**config.mk**
```make
export PLATFORM = sky130hd
export DESIGN_NAME = ifm_row_loader_flat
export DESIGN_NICKNAME = d
export VERILOG_FILES = /design/src/rtl/ifm_row_loader_pkg.sv /design/src/rtl/ifm_row_loader_if.sv /design/src/rtl/ifm_row_loader_packer.sv /design/src/rtl/ifm_row_loader.sv /design/src/flat_wrapper.sv
export SDC_FILE = /design/constraint.sdc
export NUM_CORES = 1
export LEC_CHECK = 0
export CAP_MARGIN = 40
export CORE_MARGIN = 2
export CORE_UTILIZATION = 35
export DETAILED_ROUTE_END_ITERATION = 12
export SLEW_MARGIN = 25
export SYNTH_ARGS = -nofsm -noshare
export SYNTH_HDL_FRONTEND = slang
export SYNTH_SLANG_ARGS = --single-unit
```
**constraint.sdc**
```tcl
create_clock -name clk -period 14 [get_ports clk]
set_input_delay 2.1 -clock clk [delete_from_list [all_inputs] [get_ports clk]]
set_output_delay 2.1 -clock clk [all_outputs]
set_load 0.05 [all_outputs]
```
**src/rtl/ifm_row_loader_pkg.sv**
```systemverilog
// Shared widths and FSM state encodings for the IFM row loader.
package ifm_row_loader_pkg;

  localparam int W_SIZE      = 12;
  localparam int W_CHANNEL   = 8;
  localparam int IFM_BUF_CNT = 4;
  localparam int W_IFM_BUF   = 2;
  localparam int W_BRAM_ADDR = 11;
  localparam int W_ADDR      = 32;
  localparam int W_LEN       = W_BRAM_ADDR + 1;

  typedef enum logic [2:0] {
    S_IDLE = 3'd0,
    S_CALC = 3'd1,
    S_REQ  = 3'd2,
    S_RECV = 3'd3,
    S_ZERO = 3'd4,
    S_DONE = 3'd5
  } state_e;

endpackage

```
**src/rtl/ifm_row_loader_if.sv**
```systemverilog
// DRAM burst-read port plus IFM buffer-bank write port of the row loader.
interface ifm_row_loader_if;
  import ifm_row_loader_pkg::*;

  logic                   o_rd_req;
  logic [W_ADDR-1:0]      o_rd_addr;
  logic [W_LEN-1:0]       o_rd_len;
  logic                   i_rd_ack;
  logic [31:0]            i_rd_data;
  logic                   i_rd_valid;
  logic                   o_rd_ready;
  logic                   o_bram_we;
  logic [W_IFM_BUF-1:0]   o_bram_sel;
  logic [W_BRAM_ADDR-1:0] o_bram_addr;
  logic [63:0]            o_bram_wdata;

  modport master (
    output o_rd_req, o_rd_addr, o_rd_len, o_rd_ready,
    output o_bram_we, o_bram_sel, o_bram_addr, o_bram_wdata,
    input  i_rd_ack, i_rd_data, i_rd_valid
  );

  modport slave (
    input  o_rd_req, o_rd_addr, o_rd_len, o_rd_ready,
    input  o_bram_we, o_bram_sel, o_bram_addr, o_bram_wdata,
    output i_rd_ack, i_rd_data, i_rd_valid
  );

endinterface

```
**src/rtl/ifm_row_loader_packer.sv**
```systemverilog
// ifm_beat_packer: pairs 32-bit beats into 64-bit words (first beat low) and
// produces the buffer write strobe and word index. i_fill writes zero words
// at successive indices for padding rows.
module ifm_beat_packer
  import ifm_row_loader_pkg::*;
(
  input  logic                   clk,
  input  logic                   rstn,
  input  logic                   i_clr,
  input  logic                   i_beat_vld,
  input  logic [31:0]            i_beat_data,
  input  logic                   i_fill,
  output logic                   o_we,
  output logic [W_BRAM_ADDR-1:0] o_addr,
  output logic [63:0]            o_wdata
);

  logic                   phase_q, phase_d;
  logic [31:0]            low_q, low_d;
  logic [W_BRAM_ADDR-1:0] idx_q, idx_d;

  // Pack/advance logic; the odd beat writes in the same cycle it arrives.
  always_comb begin
    phase_d = phase_q;
    low_d   = low_q;
    idx_d   = idx_q;
    o_we    = 1'b0;
    o_wdata = '0;
    if (i_clr) begin
      phase_d = 1'b0;
      low_d   = '0;
      idx_d   = '0;
    end else if (i_fill) begin
      o_we  = 1'b1;
      idx_d = idx_q + W_BRAM_ADDR'(1);
    end else if (i_beat_vld) begin
      if (!phase_q) begin
        low_d   = i_beat_data;
        phase_d = 1'b1;
      end else begin
        o_we    = 1'b1;
        o_wdata = {i_beat_data, low_q};
        phase_d = 1'b0;
        idx_d   = idx_q + W_BRAM_ADDR'(1);
      end
    end
  end

  assign o_addr = idx_q;

  // Pack register, beat phase and word index (reset is active-high).
  always_ff @(posedge clk) begin
    if (rstn) begin
      phase_q <= 1'b0;
      low_q   <= '0;
      idx_q   <= '0;
    end else begin
      phase_q <= phase_d;
      low_q   <= low_d;
      idx_q   <= idx_d;
    end
  end

endmodule

```
**src/rtl/ifm_row_loader.sv**
```systemverilog
// IFM row loader: fetches one IFM row (width*channel 64-bit words) from DRAM
// as 32-bit beats and writes it into ring slot row mod IFM_BUF_CNT, or fills
// the slot with zeros for padding rows (row >= height).
// Optional macro IFM_ROW_LOADER_PERF_EN enables the o_stall_cnt counter.
//
// state | meaning
// IDLE  | waiting for i_req_load
// CALC  | latch word count and DRAM start address
// REQ   | burst request held until i_rd_ack
// RECV  | accepting beats, writing packed words
// ZERO  | writing zero words for a padding row
// DONE  | one-cycle done pulse
module ifm_row_loader
  import ifm_row_loader_pkg::*;
(
  input  logic                 clk,
  input  logic                 rstn,
  input  logic [W_ADDR-1:0]    q_base_addr,
  input  logic [W_SIZE-1:0]    q_width,
  input  logic [W_SIZE-1:0]    q_height,
  input  logic [W_CHANNEL-1:0] q_channel,
  input  logic                 i_req_load,
  input  logic [W_SIZE-1:0]    i_req_row,
  output logic                 o_buf_done,
  output logic                 o_busy,
  output logic [31:0]          o_stall_cnt,
  ifm_row_loader_if.master     bus
);

  state_e              state_q, state_d;
  logic [W_SIZE-1:0]   row_q, row_d;
  logic [W_LEN-1:0]    words_q, words_d;
  logic [W_ADDR-1:0]   addr_q, addr_d;

  logic [W_LEN-1:0]       words_calc;
  logic [W_ADDR-1:0]      addr_calc;
  logic                   pk_clr, pk_fill, beat_vld, pk_we, last_word;
  logic [W_BRAM_ADDR-1:0] pk_addr;
  logic [63:0]            pk_wdata;

  assign words_calc = W_LEN'(q_width * W_SIZE'(q_channel));
  assign addr_calc  = q_base_addr + ((W_ADDR'(row_q) * W_ADDR'(words_calc)) << 3);

  assign pk_clr    = (state_q == S_IDLE);
  assign pk_fill   = (state_q == S_ZERO) && (words_q != '0);
  assign beat_vld  = (state_q == S_RECV) && bus.i_rd_valid;
  assign last_word = ({1'b0, pk_addr} == (words_q - W_LEN'(1)));

  ifm_beat_packer u_packer (
    .clk         (clk),
    .rstn        (rstn),
    .i_clr       (pk_clr),
    .i_beat_vld  (beat_vld),
    .i_beat_data (bus.i_rd_data),
    .i_fill      (pk_fill),
    .o_we        (pk_we),
    .o_addr      (pk_addr),
    .o_wdata     (pk_wdata)
  );

  // Next-state and load bookkeeping; config is sampled entering CALC/ZERO.
  always_comb begin
    state_d    = state_q;
    row_d      = row_q;
    words_d    = words_q;
    addr_d     = addr_q;
    o_busy     = 1'b0;
    o_buf_done = 1'b0;
    unique case (state_q)
      S_IDLE: begin
        if (i_req_load) begin
          row_d = i_req_row;
          if (i_req_row < q_height) begin
            state_d = S_CALC;
          end else begin
            words_d = words_calc;
            state_d = S_ZERO;
          end
        end
      end
      S_CALC: begin
        o_busy  = 1'b1;
        words_d = words_calc;
        addr_d  = addr_calc;
        state_d = (words_calc == '0) ? S_DONE : S_REQ;
      end
      S_REQ: begin
        o_busy = 1'b1;
        if (bus.i_rd_ack) state_d = S_RECV;
      end
      S_RECV: begin
        o_busy = 1'b1;
        if (pk_we && last_word) state_d = S_DONE;
      end
      S_ZERO: begin
        o_busy = 1'b1;
        if (words_q == '0 || last_word) state_d = S_DONE;
      end
      S_DONE: begin
        o_buf_done = 1'b1;
        state_d    = S_IDLE;
      end
      default: state_d = S_IDLE;
    endcase
  end

  // FSM state and latched load parameters.
  always_ff @(posedge clk) begin
    if (rstn) begin
      state_q <= S_IDLE;
      row_q   <= '0;
      words_q <= '0;
      addr_q  <= '0;
    end else begin
      state_q <= state_d;
      row_q   <= row_d;
      words_q <= words_d;
      addr_q  <= addr_d;
    end
  end

  assign bus.o_rd_req     = (state_q == S_REQ);
  assign bus.o_rd_addr    = (state_q == S_REQ) ? addr_q : '0;
  assign bus.o_rd_len     = (state_q == S_REQ) ? {words_q[W_LEN-2:0], 1'b0} : '0;
  assign bus.o_rd_ready   = (state_q == S_RECV);
  assign bus.o_bram_we    = pk_we;
  assign bus.o_bram_sel   = row_q[W_IFM_BUF-1:0];
  assign bus.o_bram_addr  = pk_addr;
  assign bus.o_bram_wdata = pk_wdata;

`ifdef IFM_ROW_LOADER_PERF_EN
  logic [31:0] stall_q, stall_d;

  // Saturating count of cycles stalled on ack or beat valid.
  always_comb begin
    stall_d = stall_q;
    if ((stall_q != '1) &&
        (((state_q == S_REQ) && !bus.i_rd_ack) ||
         ((state_q == S_RECV) && !bus.i_rd_valid)))
      stall_d = stall_q + 32'd1;
  end

  // Stall counter register, cleared only by reset.
  always_ff @(posedge clk) begin
    if (rstn) stall_q <= '0;
    else      stall_q <= stall_d;
  end

  assign o_stall_cnt = stall_q;
`else
  assign o_stall_cnt = '0;
`endif

endmodule

```
**src/flat_wrapper.sv**
```systemverilog
// flat-port wrapper written by rule: the top's interface ports become plain ports
module ifm_row_loader_flat import ifm_row_loader_pkg::*;
  (clk, rstn, q_base_addr, q_width, q_height, q_channel, i_req_load, i_req_row, o_buf_done, o_busy, o_stall_cnt, bus_o_rd_req, bus_o_rd_addr, bus_o_rd_len, bus_o_rd_ready, bus_o_bram_we, bus_o_bram_sel, bus_o_bram_addr, bus_o_bram_wdata, bus_i_rd_ack, bus_i_rd_data, bus_i_rd_valid);
  ifm_row_loader_if bus_i ();
  input  logic clk;
  input  logic rstn;
  input  logic [W_ADDR-1:0] q_base_addr;
  input  logic [W_SIZE-1:0] q_width;
  input  logic [W_SIZE-1:0] q_height;
  input  logic [W_CHANNEL-1:0] q_channel;
  input  logic i_req_load;
  input  logic [W_SIZE-1:0] i_req_row;
  output logic o_buf_done;
  output logic o_busy;
  output logic [31:0] o_stall_cnt;
  output wire logic [$bits(bus_i.o_rd_req)-1:0] bus_o_rd_req;
  output wire logic [$bits(bus_i.o_rd_addr)-1:0] bus_o_rd_addr;
  output wire logic [$bits(bus_i.o_rd_len)-1:0] bus_o_rd_len;
  output wire logic [$bits(bus_i.o_rd_ready)-1:0] bus_o_rd_ready;
  output wire logic [$bits(bus_i.o_bram_we)-1:0] bus_o_bram_we;
  output wire logic [$bits(bus_i.o_bram_sel)-1:0] bus_o_bram_sel;
  output wire logic [$bits(bus_i.o_bram_addr)-1:0] bus_o_bram_addr;
  output wire logic [$bits(bus_i.o_bram_wdata)-1:0] bus_o_bram_wdata;
  input wire logic [$bits(bus_i.i_rd_ack)-1:0] bus_i_rd_ack;
  input wire logic [$bits(bus_i.i_rd_data)-1:0] bus_i_rd_data;
  input wire logic [$bits(bus_i.i_rd_valid)-1:0] bus_i_rd_valid;
  assign bus_o_rd_req = bus_i.o_rd_req;
  assign bus_o_rd_addr = bus_i.o_rd_addr;
  assign bus_o_rd_len = bus_i.o_rd_len;
  assign bus_o_rd_ready = bus_i.o_rd_ready;
  assign bus_o_bram_we = bus_i.o_bram_we;
  assign bus_o_bram_sel = bus_i.o_bram_sel;
  assign bus_o_bram_addr = bus_i.o_bram_addr;
  assign bus_o_bram_wdata = bus_i.o_bram_wdata;
  assign bus_i.i_rd_ack = bus_i_rd_ack;
  assign bus_i.i_rd_data = bus_i_rd_data;
  assign bus_i.i_rd_valid = bus_i_rd_valid;
  ifm_row_loader u_core (.clk(clk), .rstn(rstn), .q_base_addr(q_base_addr), .q_width(q_width), .q_height(q_height), .q_channel(q_channel), .i_req_load(i_req_load), .i_req_row(i_req_row), .o_buf_done(o_buf_done), .o_busy(o_busy), .o_stall_cnt(o_stall_cnt), .bus(bus_i));
endmodule
```
== Word-level counts from Yosys, hierarchy flattened ==
Index checks and enable logic that the tools add are counted.
Widths: inputs -> output; s select.

* Flip-flop bits (word level): 103
* Bits of input ports: 113
* Output and inout bits: 158
* Word-level logic and storage cells: 71

* Add/subtract/negate cells: 3
* Multiply operators: 2
* Order comparisons: 1
* Equal/unequal tests: 11
* Muxes and demuxes: 26
* Bitwise logic cells: 2
* Reduce and logical (&&, ||, !) cells: 19

{| class="wikitable"
|+ Operators by type and width
! cell !! number
|-
| $mux 64 || 4
|-
| $mux 12 || 3
|-
| $mux 11 || 3
|-
| $add 32x27->32 || 1
|-
| $mux 32 || 1
|-
| $logic_not 12->1 || 2
|-
| $mul 12x12->24 || 1
|-
| $pmux 12 s2 || 1
|-
| $mux 3 || 6
|-
| $pmux 3 s5 || 1
|-
| $eq 11x12->1 || 1
|-
| $lt 12x12->1 || 1
|-
| $mul 12x8->12 || 1
|-
| $reduce_bool 12->1 || 1
|-
| $sub 12x1->12 const B || 1
|-
| $add 11x1->11 const B || 1
|-
| $mux 1 || 7
|-
| $eq 3x2->1 const B || 2
|-
| $eq 3x3->1 const B || 2
|-
| $ne 2x2->1 const B || 3
|-
| $reduce_and 2->1 || 3
|-
| $reduce_and 3->1 || 2
|-
| $reduce_bool 2->1 || 3
|-
| $ne 2x1->1 const B || 2
|-
| 8 further kinds || 11
|}

== Longest topological paths before layout ==
* Depth in word-level cells: 8
* Mapped depth: 45
* Depth with buffers taken out: 43

== Cells and area by module ==
A second synthesis with hierarchy kept.

* Cells, all modules: 1,656
* Area, all modules: 13,137.6 sq um

{| class="wikitable"
|+ By module, submodules not included
! module !! times used !! cells each !! area each (sq um)
|-
| ifm_row_loader || 1 || 1,378 || 11,014.3
|-
| ifm_beat_packer || 1 || 278 || 2,123.3
|}

== Worst setup path after synthesis ==
Ideal clock, no wire load.

* Kind: input-to-reg
* From: in q_channel[2]
* To: reg u_core.addr_q[29]
* Library setup time: 0.137 ns
* Data arrival time: 11.404 ns
* Setup slack: 2.459 ns
* Stages on the path: 42
* Path through: clkbuf_1 and2_1 fa_1 inv_1 fa_1 inv_1 fa_1 inv_1 fa_1 inv_1 ha_1 a211oi_1 o21bai_1 a21oi_1 xnor2_1 clkbuf_1 nand2_1 fa_1 (+6 left out) inv_1 ha_1 a21o_1 a41oi_1 o21ai_0 nor4_1 nor3_1 a21oi_1 xnor2_1 ha_1 nand2_1 nand2_1 a21o_1 a2111oi_0 o2111ai_1 nand4_1 xor2_1 a211oi_1

* Word-level cells in the longest chain between the ends: 3

{| class="wikitable"
|+ Ends and longest elaborated chain
! element !! line !! RTL
|-
| from (decl) || flat_wrapper.sv:10 || <nowiki>input logic [W_CHANNEL-1:0] q_channel;</nowiki>
|-
| $mul 12x8->12 || ifm_row_loader.sv:41 || <nowiki>assign words_calc = W_LEN'(q_width * W_SIZE'(q_channel));</nowiki>
|-
| $mul 12x12->24 || ifm_row_loader.sv:42 || <nowiki>assign addr_calc = q_base_addr + ((W_ADDR'(row_q) * W_ADDR'(words_calc)) << 3);</nowiki>
|-
| $add 32x27->32 || ifm_row_loader.sv:42 ||
|-
| to (signal assigned) || ifm_row_loader.sv:118 || <nowiki>addr_q <= addr_d;</nowiki>
|-
| to (decl) || ifm_row_loader.sv:33 || <nowiki>logic [W_ADDR-1:0] addr_q, addr_d;</nowiki>
|}

No other way between the ends.
A chain may end at the register's enable or synchronous reset.

== Final worst setup path ==
Ends and elaborated chain as after synthesis.

==> impl_metrics.ini <==
[timing]
hold_viol = 0
tightest_slew_ns = 0.8021
setup-tns-final_ns = 0
rsz0062_at_grt = no
finalCriticalPeriod_ns = 12.41
max_freq_mhz = 80.56
worst_slack_ns = 1.587
min_period_over_period_pct = 88.67
slew_violations = 0
fin_worst_skew_ns = 0.01033
relSlewSlack_pct = 45.85
finalSetupViolations = 0

[power_and_ir_drop]
power_density_nw_per_um2 = 240.9
leakagePower_nw = 7.200
ir_drop_uv = 199.3
seqPwrFrac_pct = 11.1
power.total_mw = 3.864
combPwrFrac_pct = 81.9
switchingPower_mw = 2.080
switching_share_pct = 53.82
power.share.clock_pct = 7.0
internal_power_mw = 1.784

[worst_setup_path]
cpMaxStageDelayCell = clkdlybuf4s50_1
cp.required_ns = 14.28
end_kind = flop
slowest_delay_ns = 0.59
crit_path_frequent_cell = fa_1
ff2ff_setup_slack_ns = 6.44
startpoint_type = input port
cp_max_fo = 14
cp_data_arrival_time_ns = 12.69
criticalPathCategory = input port to flop

[clock_tree]
root_buffer = clkbuf_16
cts_made_buffers = 9
htree_num_levels = 3
cts-hold-fix-buffers = 0
cts_sinks = 103
cts_setup_buffers = 0
ctsResizeCount = 0
cts_buffer_depth = 2
clock_latency_ns = 0.37
clk_pin_slew_ns = 0.07
cts_tree = done

[global_route]
met3_usage_pct = 2.618
grt_max_degree = 65
grtUsageMet2_pct = 32.10
grt_usage_pct = 18.26
grt_pass1_vias = 10880
grt_use_met1_pct = 23.26
grt_pass1_wl_mm = 56.60
gr-total-overflow = 0
grt_busiest_layer = met2
antenna_found_initial = 0

[placement]
place_area_sq_um = 15730
hpwl_mm = 28.42
pre_cts_slack_ns = 1.265
gp_congestion = 0.8251
numPortBuffers = 237

[final_layout]
area.growth.synth_to_final_pct = 23.12
final_cell_mix = 280 x nand2_1, 236 x clkdlybuf4s50_1, 207 x inv_1
fillers = 3694
layout_commonest_cell = nand2_1
num-nets-final = 2200
final_area_sq_um = 16040
fin_util_pct = 43.81
drive_gt1_share_pct = 2.726
num_antenna_cells = 0

[route]
wire_per_inst_microns = 15.25
drtPass1Iterations = 5
ant_nets = 0
via_count = 11300
drcViolationCount = 0
vias_per_cell = 4.909
drtIter0Drc = 607
drt-total-wl_mm = 35.11

[logic_synthesis]
ys_ff_latch = 103
synthesis.area_sq_um = 13030
synth_top_area_share_pct = 21.05
ys_types = 59
synth_seq_area_share_pct = 15.83
async_flop_share_pct = 0
synthFlopType = dfxtp_1
postSynthAreaPerCell_sq_um = 7.944
syn-instance-count = 1640
yosys-top-cells-area = fa_1 21%, dfxtp_1 16%, ha_1 12%
synth_largest_area_cell = fa_1
synth_warnings = 0
synth-edff-count = 0

[floorplan]
ios = 271
initial_core_util_pct = 35.59
die_w_microns = 196.9
rows = 70
coreArea_sq_um = 36610
die_area_sq_um = 38780
die_y_microns = 196.9

[job]
drv_cap = 0

[status]
outcome = finished, final reports clean

[hold_path]
hold_class = flop to flop
## cell usage after synthesis, types with 2 or more instances
| master | instances |
|---|---|
| a211o_1 | 5 |
| a211oi_1 | 12 |
| a21boi_0 | 4 |
| a21o_1 | 16 |
| a21oi_1 | 113 |
| a221o_1 | 2 |
| a22oi_1 | 2 |
| a311oi_1 | 2 |
| a31oi_1 | 2 |
| a41oi_1 | 3 |
| and2_1 | 195 |
| and3_1 | 13 |
| buf_4 | 35 |
| clkbuf_1 | 68 |
| dfxtp_1 | 103 |
| fa_1 | 137 |
| ha_1 | 121 |
| inv_1 | 207 |
| mux2i_1 | 15 |
| nand2_1 | 280 |
| nand2b_1 | 6 |
| nand3_1 | 20 |
| nand4_1 | 7 |
| nor2_1 | 70 |
| nor2b_1 | 3 |
| nor3_1 | 12 |
| nor3b_1 | 3 |
| nor4_1 | 8 |
| o2111ai_1 | 2 |
| o211a_1 | 2 |
| o211ai_1 | 3 |
| o21a_1 | 11 |
| o21ai_0 | 30 |
| o21bai_1 | 8 |
| o22ai_1 | 3 |
| o31ai_1 | 2 |
| or2_2 | 6 |
| or3_1 | 5 |
| or4_1 | 8 |
| xnor2_1 | 53 |
| xor2_1 | 25 |
## layer usage
metal  routed length, microns  vias to the layer above
li1                         -                     5540
met1                    14810                     5424
met2                    17770                      303
met3                     1877                       34
met4                      647                        0
met5                        0                        -
## state kept, by name (all words and copies together) (netlist names)
signal / count
u_core.state_q: 3
u_core.words_q: 12
u_core.addr_q: 32
u_core.u_packer.o_addr: 11
u_core.u_packer.phase_q: 1
u_core.row_q: 12
u_core.u_packer.low_q: 32
## path summary, 6_finish.rpt
kind	startpoint	end	cells past startpoint
hold / removal	u_core.addr_q[8]	u_core.addr_q[8]	2
setup / recovery	q_channel[2]	u_core.addr_q[29]	41
hold reg to reg	u_core.addr_q[8]	u_core.addr_q[8]	2
setup reg to reg	u_core.row_q[5]	u_core.addr_q[29]	26
## per-stage QoR
step	hold slack, ns	cells
after CTS	0.4525	2302
after global placement	0.4371	2285
after global routing	0.4714	2302
final	0.4476	2302
after floorplan	0.4273	1672
after detailed placement	0.4421	2286
## worst max-delay path: cells and delay by family
| kind | cells | cell delay, ns |
|---|---|---|
| AND/OR/NAND/NOR | 7 | 1.09 |
| AO/OA/AOI/OAI | 12 | 2.88 |
| buffers and inverters | 7 | 1.07 |
| XOR/XNOR | 3 | 0.35 |
| adder cells (fa/ha/maj) | 12 | 5.19 |
## power by group through the flow
stage | clock network, mW | logic [mW] | registers, mW
global route | 0.289 | 3.61 | 0.440
CTS | 0.278 | 3.20 | 0.429
finish | 0.270 | 3.16 | 0.430
global placement | 0 | 3.14 | 0.434
floorplan | 0 | 2.45 | 0.381
detailed placement | 0 | 3.18 | 0.436
## cell families after synthesis
logic type      count (synthesis)  synth area share [%]
other cells                     1               0.02878
simple gates                  643                 24.15
buf+inv                       311                 9.978
compound gates                231                 10.95
mux                            15                 1.152
fa+ha+maj                     258                 32.67
flops                         103                 15.83
xor+xnor                       78                 5.243
## final cells by class
cell class / instances / area, sq um / area share, %
flip-flops and latches: 103 / 2062 / 12.85
multi-input cells: 1258 / 9817 / 61.20
well taps: 468 / 585.6 / 3.651
repair buffers: 250 / 2485 / 15.49
clock inverters: 7 / 88.84 / 0.5538
inverters: 207 / 777.0 / 4.844
clock buffers: 9 / 225.2 / 1.404
(Power assumes the default switching activity.)
